===== src/rtl/vram_write_port.sv =====
// CPU-facing write front end for the video/tile memory: a pointer/step register
// pair feeds a small address+data queue that drains only on granted cycles.
module vram_write_port #(
    parameter int ADDRESS_WIDTH   = 10,
    parameter int DATA_WIDTH      = 8,
    parameter int FIFO_DEPTH_LOG2 = 2
) (
    input  logic                       clk_i,
    input  logic                       reset_n_i,
    input  logic [1:0]                 cpu_reg_i,
    input  logic [7:0]                 cpu_data_i,
    input  logic                       cpu_write_i,
    input  logic                       mem_grant_i,
    output logic [ADDRESS_WIDTH-1:0]   mem_write_addr_o,
    output logic                       mem_write_enable_o,
    output logic [DATA_WIDTH-1:0]      mem_write_data_o,
    output logic [FIFO_DEPTH_LOG2:0]   fifo_count_o,
    output logic                       busy_o,
    output logic                       overflow_o
);

    localparam int DEPTH = 1 << FIFO_DEPTH_LOG2;

    localparam logic [1:0] REG_ADDR_LO = 2'd0;
    localparam logic [1:0] REG_ADDR_HI = 2'd1;
    localparam logic [1:0] REG_DATA    = 2'd2;
    localparam logic [1:0] REG_STEP    = 2'd3;

    logic [ADDRESS_WIDTH-1:0]   ptr_q, ptr_d;
    logic [7:0]                 step_q, step_d;
    logic                       overflow_q, overflow_d;
    logic [FIFO_DEPTH_LOG2:0]   count_q, count_d;
    logic [FIFO_DEPTH_LOG2-1:0] wr_idx_q, wr_idx_d;
    logic [FIFO_DEPTH_LOG2-1:0] rd_idx_q, rd_idx_d;
    logic [ADDRESS_WIDTH-1:0]   waddr_q, waddr_d;
    logic [DATA_WIDTH-1:0]      wdata_q, wdata_d;
    logic                       we_q, we_d;

    logic [ADDRESS_WIDTH-1:0]   fifo_addr_q [DEPTH];
    logic [DATA_WIDTH-1:0]      fifo_data_q [DEPTH];

    logic                       full;
    logic                       empty;
    logic                       push;
    logic                       pop;

    // Count never exceeds DEPTH, so its MSB alone marks the full state.
    assign full  = count_q[FIFO_DEPTH_LOG2];
    assign empty = (count_q == '0);
    assign pop   = ~empty & mem_grant_i;

    always_comb begin
        ptr_d      = ptr_q;
        step_d     = step_q;
        overflow_d = overflow_q;
        push       = 1'b0;
        if (cpu_write_i) begin
            case (cpu_reg_i)
                REG_ADDR_LO: begin
                    ptr_d[7:0] = cpu_data_i;
                    overflow_d = 1'b0;
                end
                REG_ADDR_HI: ptr_d[ADDRESS_WIDTH-1:8] = cpu_data_i[ADDRESS_WIDTH-9:0];
                REG_STEP:    step_d = cpu_data_i;
                REG_DATA: begin
                    // Fullness is judged before any same-cycle pop.
                    if (full) begin
                        overflow_d = 1'b1;
                    end else begin
                        push  = 1'b1;
                        ptr_d = ptr_q + {{(ADDRESS_WIDTH-8){1'b0}}, step_q};
                    end
                end
                default: ;
            endcase
        end
    end

    always_comb begin
        count_d  = count_q;
        wr_idx_d = wr_idx_q;
        rd_idx_d = rd_idx_q;
        we_d     = pop;
        waddr_d  = waddr_q;
        wdata_d  = wdata_q;
        if (push) begin
            wr_idx_d = wr_idx_q + 1'b1;
        end
        if (pop) begin
            rd_idx_d = rd_idx_q + 1'b1;
            waddr_d  = fifo_addr_q[rd_idx_q];
            wdata_d  = fifo_data_q[rd_idx_q];
        end
        case ({push, pop})
            2'b10:   count_d = count_q + 1'b1;
            2'b01:   count_d = count_q - 1'b1;
            default: count_d = count_q;
        endcase
    end

    always_ff @(posedge clk_i or negedge reset_n_i) begin
        if (!reset_n_i) begin
            ptr_q      <= '0;
            step_q     <= 8'd1;
            overflow_q <= 1'b0;
            count_q    <= '0;
            wr_idx_q   <= '0;
            rd_idx_q   <= '0;
            we_q       <= 1'b0;
            waddr_q    <= '0;
            wdata_q    <= '0;
        end else begin
            ptr_q      <= ptr_d;
            step_q     <= step_d;
            overflow_q <= overflow_d;
            count_q    <= count_d;
            wr_idx_q   <= wr_idx_d;
            rd_idx_q   <= rd_idx_d;
            we_q       <= we_d;
            waddr_q    <= waddr_d;
            wdata_q    <= wdata_d;
        end
    end

    // Queue storage needs no reset: the indices and count define validity.
    always_ff @(posedge clk_i) begin
        if (push) begin
            fifo_addr_q[wr_idx_q] <= ptr_q;
            fifo_data_q[wr_idx_q] <= cpu_data_i;
        end
    end

    assign mem_write_addr_o   = waddr_q;
    assign mem_write_enable_o = we_q;
    assign mem_write_data_o   = wdata_q;
    assign fifo_count_o       = count_q;
    assign busy_o             = (count_q != '0);
    assign overflow_o         = overflow_q;

endmodule


===== config.mk =====
export PLATFORM = sky130hd
export DESIGN_NAME = vram_write_port
export DESIGN_NICKNAME = d
export VERILOG_FILES = /design/src/rtl/vram_write_port.sv
export SDC_FILE = /design/constraint.sdc
export NUM_CORES = 1
export LEC_CHECK = 0
export BUFFER_PORTS_ARGS = -buffer_cell sky130_fd_sc_hd__buf_2
export CORE_UTILIZATION = 59
export DETAILED_ROUTE_END_ITERATION = 6
export PLACE_DENSITY = 0.79
export SYNTH_ARGS = -nofsm -noshare
export SYNTH_HDL_FRONTEND = slang
export SYNTH_SLANG_ARGS = --single-unit
export TNS_END_PERCENT = 30

===== constraint.sdc =====
create_clock -name clk_i -period 2.47 [get_ports clk_i]
set_input_delay 0.247 -clock clk_i [delete_from_list [all_inputs] [get_ports clk_i]]
set_output_delay 0.247 -clock clk_i [all_outputs]
set_load 0.005 [all_outputs]

==> flow_summary_export.csv <==
group,metric,value,unit
floorplanning,dieHeight,93.2,um
floorplanning,fp.coreArea,0.00789,mm2
drt,postRouteAntennaNets,0,
clocking,clk_pin_slew,0.06,ns
timing,final.setup.tns,0,ns
timing,timing.final.crit_period,2.18,ns
setup_path,worstPathRequired,2.91,ns
placement,dpl.cell_count,433,
logic_synthesis,yosysTopAreaCell,"edfxtp_1",
placement,placed_area,0.00522,mm2
setup_path,path_cells,"or3_1 > and2_4 > ha_1 > inv_1 > fa_1 > xor2_1 > nor2_1 > xor2_1",
finish,diodes,0,
drt,drt-total-wl,9560,um
logic_synthesis,yosysMostFrequentCell,"edfxtp_1",
finish,finish.instance_area,0.00584,mm2
timing,tightest_slew,0.625,ns
logic_synthesis,syn-instance-count,296,
finish,nets,384,
timing,relSlewSlack,0.583,
hold_path,hold_path.class,"in -> reg",
logic_synthesis,synth_cell_type_count,46,
clocking,clock_latency,0.51,ns
floorplanning,rows,32,
timing,max_freq,459,MHz
drt,dr.pass1.iters,4,
timing,clock-skew-final,0.00759,ns
floorplanning,floorplan.initialDensity,0.623,
finish,num-fill-cells,467,
placement,io_buffers,37,
setup_path,cpMostUsedCell,"xor2_1",
pwr,leakage,2.28,nW
global_routing,antenna_found_initial,0,
logic_synthesis,synth_seq_cells,117,
timing,drv_slew,0,
clocking,htree_levels,4,
clocking,clock-root-buffer,"clkbuf_8",
logic_synthesis,syn-cell-area,0.00491,mm2
global_routing,overflow,0,
finish,synthToLayoutAreaGrowth,19.0,%
global_routing,grt_first_pass_wirelength,15000,um
clocking,cts_buffer_depth,2,
logic_synthesis,synth-edff-count,72,
job,maxCapViolations,0,
floorplanning,die_area,0.00869,mm2
drt,vias,2763,
setup_path,worst_path_max_delay_cell,"dfrtp_1",
logic_synthesis,async_flop_share,0.385,
logic_synthesis,synth.net_count,325,
setup_path,end_kind,"register",
timing,rsz0062_at_grt,"false",
placement,dpl_worst_slack,0.254,ns
timing,fin_crit_sh,0.882,
timing,setup_viol,0,
global_routing,grt_usage,0.248,
clocking,clkSinkCount,117,
pwr,pwr_density_cell,1200,mW/mm2
setup_path,crit_family,"adder cells",
drt,drcViolationCount,0,
setup_path,critical_path_class,"reg -> reg",
setup_path,worst-path-buf-inv,1,
logic_synthesis,synth_top_area_frac,0.440,
drt,routed_via_density,5.88,
logic_synthesis,yosys-top-cells-area,"edfxtp_1, dfrtp_1, mux4_2, mux2_1, ha_1",
finish,post-route-util,0.741,
logic_synthesis,yosys_warnings,0,
global_routing,grt_pass1_vias,2888,
status,outcome,"finished clean",
drt,drt-initial-drc-count,160,
global_routing,grt_start_max_net_pins,33,
setup_path,critPathMaxStageDelay,0.46,ns
timing,finalWorstSetupSlack,0.292,ns
finish,drive_above_1_share,0.291,
setup_path,crit_path_max_fanout,22,
logic_synthesis,seq_area_frac_synth,0.670,
drt,wl_per_cell,20.3,um
timing,finalHoldViolCount,0,
clocking,cts_buffers,17,
logic_synthesis,synth_ff_type,"edfxtp_1",
clocking,cts_setup_buffers,0,
pwr,irDropWorstVdd,0.000675,V
placement,gp_congestion,0.874,
setup_path,arrival,2.61,ns
placement,dp_hpwl,5450,um
floorplanning,die_x,93.2,um
clocking,cts_tree,"yes",
floorplanning,ios,38,
logic_synthesis,synth_top_cells_by_count,"edfxtp_1, dfrtp_1, mux4_2",
logic_synthesis,postSynthAreaPerCell,16.6,um2
finish,layoutNonFillerInstCount,470,
setup_path,startpoint_type,"register",
state kept, by name, indices dropped and copies added, names as in the netlist:
name / cells
fifo_data_q: 32
ptr_q: 10
wr_idx_q: 2
step_q: 8
fifo_count_o: 3
rd_idx_q: 2
overflow_o: 1
fifo_addr_q: 40
mem_write_addr_o: 10
mem_write_enable_o: 1
mem_write_data_o: 8
what timing repair did:
item                      4_1_cts  5_1_grt
resized for setup               0        0
hold endpoints to repair       25        1
hold buffers                    4        1
final timing paths:
kind	startpoint	endpoint	slack, ns	depth (start not counted)
max in group asynchronous	reset_n_i	step_q[0]	1.53	3
worst max register to register	fifo_count_o[2]	fifo_count_o[2]	0.29	8
worst min register to register	mem_write_data_o[2]	mem_write_data_o[2]	0.48	1
min in group asynchronous	reset_n_i	mem_write_data_o[5]	0.16	2
worst min-delay path	cpu_data_i[6]	fifo_data_q[2][6]	0.04	1
worst max-delay path	fifo_count_o[2]	fifo_count_o[2]	0.29	8
cell usage in the layout (no fill, tap or decap), drive strengths merged, types with 5 or more instances in the layout:
master / netlist / layout
ha: 13 / 13
inv: 12 / 13
xor2: 5 / 5
buf: 8 / 44
a21oi: 11 / 11
nor2: 9 / 9
clkinv: 0 / 5
mux4: 18 / 18
clkbuf: 1 / 19
edfxtp: 72 / 72
dfrtp: 44 / 44
dlygate4sd3: 0 / 5
mux2: 26 / 26
nand2: 16 / 16
and2: 6 / 6
o21ai: 11 / 11
power breakdown:
group          switching, mW  total [mW]  internal [mW]
Clock                  0.857        2.39           1.53
Sequential             0.288        2.83           2.54
Combinational          0.890        1.79          0.900
Total                   2.04        7.01           4.97
layout make-up:
type / instances / area, um2 / area share
multi-input cells: 158 / 1510 / 0.259
clock buffers: 19 / 422 / 0.0721
flip-flops and latches: 117 / 3290 / 0.563
inverters: 12 / 47.5 / 0.00814
repair buffers: 49 / 288 / 0.0492
well taps: 102 / 128 / 0.0218
clock inverters: 13 / 158 / 0.0270
cell families after synthesis:
logic type               after synthesis  synth area share
XOR/XNOR                               9            0.0160
flip-flops                           117             0.670
multiplexers                          47             0.148
AO/OA/AOI/OAI                         41            0.0537
adder cells (fa/ha/maj)               15            0.0413
buffers and inverters                 21            0.0224
AND/OR/NAND/NOR                       46            0.0487
layer usage:
layer  GRT usage  up-vias  wire [um]  share of wire
met4       0.142        0        340          0.036
met3      0.0764       25        446          0.047
met5           0        -          0              0
li1            -     1248          -              -
met2       0.382       93       4750           0.50
met1       0.314     1397       4030           0.42
metrics by stage:
| step | power [mW] | hold WS [ns] |
|---|---|---|
| after floorplan | 4.06 | -0.0486 |
| after global placement | 4.53 | 0.166 |
| after detailed placement | 4.62 | 0.170 |
| after CTS | 7.06 | 0.00165 |
| after global routing | 7.36 | 0.0169 |
| final | 7.01 | 0.0416 |
(Power assumes the default switching activity.)
